[config.mk]
export PLATFORM = sky130hd
export DESIGN_NAME = oflow_hist_read_fsm
export DESIGN_NICKNAME = d
export VERILOG_FILES = /design/src/rtl/oflow_hist_read_pkg.sv /design/src/rtl/oflow_lane_offset_gen.sv /design/src/rtl/oflow_hist_read_fsm.sv
export SDC_FILE = /design/constraint.sdc
export NUM_CORES = 1
export LEC_CHECK = 0
export CORE_ASPECT_RATIO = 1.2
export CORE_MARGIN = 4
export CORE_UTILIZATION = 49
export CTS_CLUSTER_SIZE = 12
export DETAILED_ROUTE_END_ITERATION = 6
export GPL_ROUTABILITY_DRIVEN = 0
export PLACE_DENSITY = 0.87
export SYNTH_ARGS = -nofsm -noshare
export SYNTH_HDL_FRONTEND = slang
export SYNTH_SLANG_ARGS = --single-unit
[constraint.sdc]
create_clock -name clk -period 4.73 [get_ports clk]
set_clock_uncertainty 0.2 [all_clocks]
set_input_delay 0.7095 -clock clk [delete_from_list [all_inputs] [get_ports clk]]
set_output_delay 0.7095 -clock clk [all_outputs]
set_load 0.01 [all_outputs]
[src/rtl/oflow_hist_read_pkg.sv]
// oflow_hist_read_pkg: FSM state type and default widths shared with the MEM buffer defines
package oflow_hist_read_pkg;
  typedef enum logic [1:0] {IDLE, SCAN, ISSUE, DONE} hist_read_state_t;
  localparam int DEF_NUM_HIST = 5;
  localparam int DEF_ADDR_W = 8;
  localparam int DEF_FRAME_W = 8;
  localparam int DEF_LANES = 2;
endpackage

[src/rtl/oflow_lane_offset_gen.sv]
// oflow_lane_offset_gen: per-lane row offsets and valid mask for one line of a slot
module oflow_lane_offset_gen import oflow_hist_read_pkg::*; #(
  parameter int ADDR_W = DEF_ADDR_W,
  parameter int LANES = DEF_LANES
) (
  input  logic [ADDR_W:0]   base,
  input  logic [ADDR_W-1:0] count,
  output logic [ADDR_W-1:0] offset [LANES],
  output logic [LANES-1:0]  offset_valid
);
  localparam int AW1 = ADDR_W + 1;
  for (genvar j = 0; j < LANES; j++) begin : g_lane
    logic [ADDR_W:0] s;
    // one extra bit so base+j never wraps below count
    assign s = base + AW1'(j);
    assign offset[j] = s[ADDR_W-1:0];
    assign offset_valid[j] = s < {1'b0, count};
  end
endmodule

[src/rtl/oflow_hist_read_fsm.sv]
// oflow_hist_read_fsm: history-buffer read sequencer issuing LANES row offsets per line.
// Define OFLOW_HIST_READ_REVERSE_EN to read slots oldest first.
module oflow_hist_read_fsm import oflow_hist_read_pkg::*; #(
  parameter int NUM_HIST = DEF_NUM_HIST,
  parameter int ADDR_W = DEF_ADDR_W,
  parameter int FRAME_W = DEF_FRAME_W,
  parameter int LANES = DEF_LANES,
  parameter int HIST_W = $clog2(NUM_HIST + 1)
) (
  input  logic               clk,
  input  logic               reset_N,
  input  logic               start_read,
  input  logic [FRAME_W-1:0] frame_num,
  input  logic [HIST_W-1:0]  num_of_history_frames,
  input  logic [ADDR_W-1:0]  end_pointers [NUM_HIST],
  input  logic               ready_new_line,
  input  logic               abort,
  output logic               busy,
  output logic               line_valid,
  output logic [ADDR_W-1:0]  offset [LANES],
  output logic [LANES-1:0]   offset_valid,
  output logic [FRAME_W-1:0] frame_to_read,
  output logic [HIST_W-1:0]  hist_idx,
  output logic               done_read
);
  localparam int AW1 = ADDR_W + 1;
  localparam logic [HIST_W-1:0] NH_MAX = HIST_W'(NUM_HIST);
  hist_read_state_t state, state_n;
  logic [HIST_W-1:0] k, k_n, left, left_n, nh_c, first, k_step;
  logic [ADDR_W:0] base, base_n;
  logic [FRAME_W-1:0] fn;
  logic [ADDR_W-1:0] cnt [NUM_HIST];
  logic [ADDR_W-1:0] cur_cnt, nxt_cnt;
  logic [ADDR_W-1:0] gen_off [LANES];
  logic [LANES-1:0] gen_valid;
  assign nh_c = num_of_history_frames > NH_MAX ? NH_MAX : num_of_history_frames;
`ifdef OFLOW_HIST_READ_REVERSE_EN
  assign first = nh_c - HIST_W'(1);
  assign k_step = k - HIST_W'(1);
`else
  assign first = '0;
  assign k_step = k + HIST_W'(1);
`endif
  // k can step one past the table once the last slot is consumed
  assign cur_cnt = k < NH_MAX ? cnt[k] : '0;
  assign nxt_cnt = k_n < NH_MAX ? cnt[k_n] : '0;
  oflow_lane_offset_gen #(.ADDR_W(ADDR_W), .LANES(LANES)) u_gen (
    .base(base_n),
    .count(nxt_cnt),
    .offset(gen_off),
    .offset_valid(gen_valid)
  );
  always_ff @(posedge clk or negedge reset_N) begin
    if (!reset_N) begin
      state <= IDLE;
      k <= '0;
      left <= '0;
      base <= '0;
      fn <= '0;
      for (int i = 0; i < NUM_HIST; i++) cnt[i] <= '0;
    end else begin
      state <= state_n;
      k <= k_n;
      left <= left_n;
      base <= base_n;
      if (state == IDLE && start_read) begin
        fn <= frame_num;
        cnt <= end_pointers;
      end
    end
  end
  always_comb begin
    state_n = state;
    k_n = k;
    left_n = left;
    base_n = base;
    case (state)
      IDLE: if (start_read) begin
        state_n = nh_c == '0 ? DONE : SCAN;
        k_n = first;
        left_n = nh_c;
      end
      SCAN: if (left == '0) state_n = DONE;
      else if (cur_cnt == '0) begin
        k_n = k_step;
        left_n = left - HIST_W'(1);
      end else begin
        state_n = ISSUE;
        base_n = '0;
      end
      ISSUE: if (ready_new_line) begin
        base_n = base + AW1'(LANES);
        if (base_n >= {1'b0, cur_cnt}) begin
          state_n = SCAN;
          k_n = k_step;
          left_n = left - HIST_W'(1);
        end
      end
      DONE: state_n = IDLE;
    endcase
    if (abort && state != IDLE) state_n = IDLE;
  end
  // outputs are registered from next-state values so ready_new_line never reaches a port combinationally
  always_ff @(posedge clk or negedge reset_N) begin
    if (!reset_N) begin
      busy <= 1'b0;
      line_valid <= 1'b0;
      done_read <= 1'b0;
      offset_valid <= '0;
      frame_to_read <= '0;
      hist_idx <= '0;
      for (int i = 0; i < LANES; i++) offset[i] <= '0;
    end else begin
      busy <= state_n != IDLE;
      line_valid <= state_n == ISSUE;
      done_read <= state == DONE && !abort;
      if (state_n == ISSUE) begin
        offset <= gen_off;
        offset_valid <= gen_valid;
        frame_to_read <= fn - FRAME_W'(1) - FRAME_W'(k_n);
        hist_idx <= k_n;
      end
    end
  end
endmodule

Yosys cells after proc, flatten, opt, wreduce, memory -nomap -nowiden
Cells that the tools add are included.
Widths: inputs -> output; s select.
{ "op_classes": {"n_reduce_logical": 12, "n_lt_le_gt_ge": 8, "n_shift": 0, "n_mul": 0, "div_mod_pow": 0, "bitwise_logic": 2, "n_eq_ne": 9, "add_sub_neg": 6, "n_mux": 33} }
{ "ops": {"columns": ["cell", "n"], "rows": [
  ["$bmux 8 s3", 2],
  ["$mux 8", 6],
  ["$mux 3", 11],
  ["$mux 9", 3],
  ["$lt 9x8->1", 2],
  ["$pmux 3 s3", 2],
  ["$pmux 9 s2", 1],
  ["$mux 2", 7],
  ["$ne 2x2->1 const B", 5],
  ["$add 9x1->9 const B", 1],
  ["$add 9x2->9 const B", 1],
  ["$ge 9x8->1", 1],
  ["$ge 4x4->1 const B", 2],
  ["$logic_not 8->1", 1],
  ["$not 3->4", 2],
  ["$pmux 2 s4", 1],
  ["$sub 8x1->8 const B", 1],
  ["$sub 8x3->8", 1],
  ["$eq 2x2->1 const B", 3],
  ["$logic_not 3->1", 2],
  ["$lt 3x3->1 const B", 2],
  ["$reduce_and 6->1", 1],
  ["$reduce_bool 2->1", 2],
  ["$add 3x1->3 const B", 1],
  ["other kinds (7)", 9]
]} }
{ "totals": {"word_cells": 88, "register_bits": 97, "ram_bits": 0, "romBits": 0, "input_bits": 56, "latch_bits": 0, "output_inout_bits": 32, "memories": 0} }

Longest topological paths before layout
{ "depth": {"word_depth": 15, "depth_mapped": 22, "mapped_depth_nobuf": 21} }

By module
A second synthesis with hierarchy kept.
{ "hier_totals": {"cells_unflattened": 463, "area_unflattened_um2": 5576.6} }
{ "by_module_without_submodules": {"columns": ["mod", "seq_area_each_um2", "area_per_inst_um2", "n_inst", "cells_per_inst"], "rows": [
  ["oflow_hist_read_fsm", 2427.3, 5059.9, 1, 397],
  ["oflow_lane_offset_gen", 0.0, 516.7, 1, 66]
]} }

Least setup slack after synthesis
No wires, ideal clock.
{ "synth_path": {"path_kind": "register to register", "startpoint": "register k[2]", "endpoint": "register offset_valid[1]", "setup_ns": 0.092, "t_arrival_ns": 4.341, "required_time_ns": 4.438, "n_path_buf": 2, "synth_period_minus_slack_ns": 4.633, "setup_slack_ns": 0.097, "path_stages_with_launch": 22, "cell_sequence": "dfrtp_1 clkinv_1 nor3_2 a22oi_1 ha_1 a211oi_1 o211ai_1 o211ai_1 a31o_2 a21oi_1 mux2_4 buf_4 and2_1 clkbuf_1 o2bb2ai_1 a21oi_1 ha_1 a21o_1 a21o_1 a21oi_1 o211ai_1 o31ai_2"} }
{ "synth_via": {"elab_chain_cells": 15, "word_cells_on_any_way": 33, "cone_classes": "add/sub: 2; order compare: 4; eq/ne: 1; mux: 23; bitwise: 2; reduce/logical: 1"} }
{ "synth_rtl": {"columns": ["element", "line_no", "text"], "rows": [
  ["start: declaration", "oflow_hist_read_fsm.sv:29", "logic [HIST_W-1:0] k, k_n, left, left_n, nh_c, first, k_step;"],
  ["start signal: assignment", "oflow_hist_read_fsm.sv:63", "k <= k_n;"],
  ["$not 3->4 (implied by the code)", "oflow_hist_read_fsm.sv:45", "assign cur_cnt = k < NH_MAX ? cnt[k] : '0;"],
  ["$bmux 8 s3", "oflow_hist_read_fsm.sv:45", null],
  ["$mux 8 (implied by the code) (2 in a row)", "oflow_hist_read_fsm.sv:45", null],
  ["$mux 8", "oflow_hist_read_fsm.sv:45", null],
  ["$ge 9x8->1 or $logic_not 8->1 (tied branches)", "oflow_hist_read_fsm.sv:93, oflow_hist_read_fsm.sv:84", null],
  ["$mux 3 (on tied branches)", "oflow_hist_read_fsm.sv:93, oflow_hist_read_fsm.sv:84", null],
  ["$mux 3 (on tied branches)", "oflow_hist_read_fsm.sv:91, oflow_hist_read_fsm.sv:83", null],
  ["$pmux 3 s3", "oflow_hist_read_fsm.sv:77", "case (state)"],
  ["$not 3->4 (implied by the code)", "oflow_hist_read_fsm.sv:46", "assign nxt_cnt = k_n < NH_MAX ? cnt[k_n] : '0;"],
  ["$bmux 8 s3", "oflow_hist_read_fsm.sv:46", null],
  ["$mux 8 (implied by the code) (2 in a row)", "oflow_hist_read_fsm.sv:46", null],
  ["$mux 8", "oflow_hist_read_fsm.sv:46", null],
  ["$lt 9x8->1", "oflow_lane_offset_gen.sv:17", "assign offset_valid[j] = s < {1'b0, count};"],
  ["end signal: assignment", "oflow_hist_read_fsm.sv:119", "offset_valid <= gen_valid;"],
  ["end: declaration", "oflow_hist_read_fsm.sv:21", "output logic [LANES-1:0] offset_valid,"]
]} }
Parallel ways exist; a longest one is shown, timed or not. The select of a mux whose other input is x is not followed.
A chain may end at the register's enable or synchronous reset.

Final worst setup path
{ "layout_path": {"startpoint": "register k[0]", "endpoint": "register offset_valid[1]"} }
Same word-level chain as after synthesis.

==> results.py <==
metrics = {
    "floorplanning": {
        "core_area_um2": 11100,
        "die_w_um": 106,
        "dieArea_um2": 13300,
        "die-height_um": 126,
        "io_pins": 88,
        "rows": 42,
        "initial_core_util_pct": 50.6,
    },
    "cts": {
        "root_buffer": "clkbuf_16",
        "h-tree-depth": 3,
        "cts.path.max_buffers": 2,
        "cts_tree": "done",
        "insertion_delay_ns": 0.36,
        "clock_sinks": 97,
        "clk_pin_slew_ns": 0.07,
        "cts_made_buffers": 9,
    },
    "setup_path": {
        "critPathRequiredTime_ns": 4.80,
        "cp_top_family": "compound AO/OA/AOI/OAI gates",
        "path_buf_inv": 0,
        "critical_path_arrival_ns": 4.98,
        "crit_path_end_kind": "flop",
        "crit_fanout": 8,
        "cp_slowest_cell": "mux4_2",
        "start_kind": "flop",
        "worst-setup-path-type": "reg2reg",
        "cp_cell_sequence": "mux4_2 > a22oi_2 > ha_1 > a21oi_1 > o211ai_1 > o211ai_1 > a31o_4 > a21oi_2 > mux2_4 > and2_4 > o2bb2ai_2 > a21oi_2 > ha_1 > a21o_1 > a21o_1 > a21oi_1 > o211ai_1 > o31ai_2",
        "cpMostUsedCell": "o211ai_1",
        "slowest_delay_ns": 0.59,
        "path_depth": 18,
        "rr_worst_depth": 18,
    },
    "global_route": {
        "grt_first_pass_wirelength_um": 24600,
        "grt_pass1_vias": 4945,
        "gr-total-overflow": 0,
        "grt_max_degree": 62,
        "antenna_found_initial": 0,
        "track_usage_pct": 23.2,
    },
    "timing": {
        "setup_viol": 2,
        "whs_ns": 0.230,
        "rsz0062_at_grt": "yes",
        "fin_ws_ns": -0.182,
        "period_needed_ns": 4.91,
        "hold_viol": 0,
        "slew_viol_final": 0,
        "finalCritPeriodShare_pct": 104,
        "max_clock_freq_mhz": 204,
        "worst_slew_pin_slew_ns": 1.10,
        "max_slew_margin_pct": 26.3,
    },
    "logic_synthesis": {
        "synth.distinct_cells": 69,
        "synth.avg_cell_area_um2": 11.3,
        "syn_area_um2": 5640,
        "synth_fp_nets": 588,
        "synth-edff-count": 0,
        "yosysTopAreaCellShare_pct": 43.1,
        "syn_inst": 497,
        "yosysMostFrequentCell": "dfrtp_1",
        "ys_warn_count": 0,
        "synth_top_flop_cell": "dfrtp_1",
        "synth_area_leader_cell": "dfrtp_1",
        "ys_seq_area_share_pct": 43.1,
        "synth_seq_cells": 97,
        "async_flop_share_pct": 100,
        "synth_top_cells_by_count": "dfrtp_1 (97), mux2_2 (60), ha_1 (34)",
        "yosys-top-cells-area": "dfrtp_1 (43%), mux2_2 (12%), ha_1 (7.5%)",
    },
    "route": {
        "drc_errors": 0,
        "viasPerCell": 6.28,
        "vias": 4866,
        "drt_wl_total_um": 16600,
        "wl_per_cell_um": 21.4,
        "drt_first_pass_iters": 5,
        "antenna_left": 0,
        "drtIter0Drc": 437,
    },
    "placed_design": {
        "port_buffers": 87,
        "place_area_um2": 6830,
        "hpwlAfterDp_um": 11200,
    },
    "run_status": {
        "violations": "setup timing",
        "outcome": "finished, violations left",
    },
    "hold_path": {
        "hold_path_class": "in2async",
    },
    "pwr": {
        "p_leak_nw": 3.21,
        "power_density_nw_per_um2": 557,
        "irDropWorstVdd_mv": 0.358,
    },
    "finish": {
        "syn_to_final_growth_pct": 30.9,
        "n_antenna_cell": 0,
        "drive_above_1_share_pct": 29.1,
        "fin_area_um2": 7380,
        "layout.nets": 707,
    },
    "job": {
        "maxCapViolCount": 0,
    },
}
[stage by stage]
stage          std cells  total power, mW  setup TNS (ns)  setup WS (ns)  util (%)
2_1_floorplan        497             2.51               0         0.0968         -
5_1_grt              775             4.35           -1.55         -0.459      66.3
3_5_place_dp         746             3.18          -0.218         -0.154      61.3
4_1_cts              766             3.91               0        0.00707      64.2
3_3_place_gp         746             3.08               0         0.0521      61.3
6_report             775             4.12          -0.303         -0.182      66.3
[kinds of logic (layout without fill, tap and decap cells)]
logic type      after synthesis  in the layout  share of synthesized area, %
compound gates              114            114                          14.6
xor+xnor                     20             20                          3.11
fa+ha+maj                    35             35                          7.90
buf+inv                      45            169                          3.42
flops                        97             97                          43.1
mux                          83             83                          18.3
simple gates                103            103                          9.61
[area by class of cell]
cell class	count	area [µm²]
Inverter	26	108
Clock buffer	12	256
Tap cell	154	193
Timing Repair Buffer	127	1200
Fill cell	787	3760
Clock inverter	4	26.3
Sequential cell	97	2430
Multi-Input combinational cell	355	3170
[where the power goes]
| part | switching, mW | leakage, nW | internal, mW |
|---|---|---|---|
| Clock | 0.316 | 0.139 | 0.386 |
| Combinational | 0.985 | 1.88 | 0.961 |
| Sequential | 0.319 | 1.19 | 1.15 |
| Total | 1.62 | 3.21 | 2.50 |
[worst paths after layout]
kind                       startpoint              end  slack (ns)
setup / recovery                 k[0]  offset_valid[1]       -0.18
hold / removal                reset_N             busy        0.23
setup reg to reg                 k[0]  offset_valid[1]       -0.18
hold reg to reg             offset[8]        offset[8]        0.28
max in group asynchronous     reset_N           cnt[2]        3.13
min in group clk            offset[8]        offset[8]        0.28
[routing by layer]
| layer | vias up | global-route usage (%) | share of wire [%] | routed length [µm] |
|---|---|---|---|---|
| met4 | 0 | 12.6 | 6.1 | 1010 |
| met3 | 108 | 4.90 | 7.4 | 1230 |
| met5 | - | 0 | 0 | 0 |
| li1 | 2087 | - | - | - |
| met2 | 338 | 40.2 | 51 | 8380 |
| met1 | 2333 | 26.8 | 36 | 5950 |
[state kept, by name, summed over array words and instances, names as in the netlist, 2 cells and up]
name,cells
cnt,40
offset,16
base,9
fn,8
frame_to_read,8
hist_idx,3
k,3
left,3
offset_valid,2
state,2
[worst register-to-register path, cell delays in order, from the launching register on]
cell,delay (ns)
dfrtp_2,0.47
mux4_2,0.59
a22oi_2,0.27
ha_1,0.29
a21oi_1,0.16
o211ai_1,0.15
o211ai_1,0.34
a31o_4,0.25
a21oi_2,0.07
mux2_4,0.35
and2_4,0.18
o2bb2ai_2,0.12
a21oi_2,0.27
ha_1,0.31
a21o_1,0.17
a21o_1,0.17
a21oi_1,0.18
o211ai_1,0.13
o31ai_2,0.18
[placed cells by master, fill, tap and decap left out, types with 11 or more instances in the layout]
cell type	netlist	layout
a21oi_1	33	25
buf_4	2	36
clkdlybuf4s50_1	0	86
dfrtp_1	97	94
ha_1	34	33
inv_1	23	23
mux2_2	60	60
nand2_1	27	23
nand4_1	11	11
nor2_1	29	27
xnor2_1	12	12
[what timing repair did]
| item | CTS | global route |
|---|---|---|
| gates cloned | 0 | 0 |
| gates resized for setup | 3 | 37 |
| setup buffers | 4 | 9 |
| hold buffers | 0 | 0 |
| endpoints found under the setup margin | 3 | 6 |
| pin swaps | 0 | 19 |
Power figures use the tool's default switching activity.
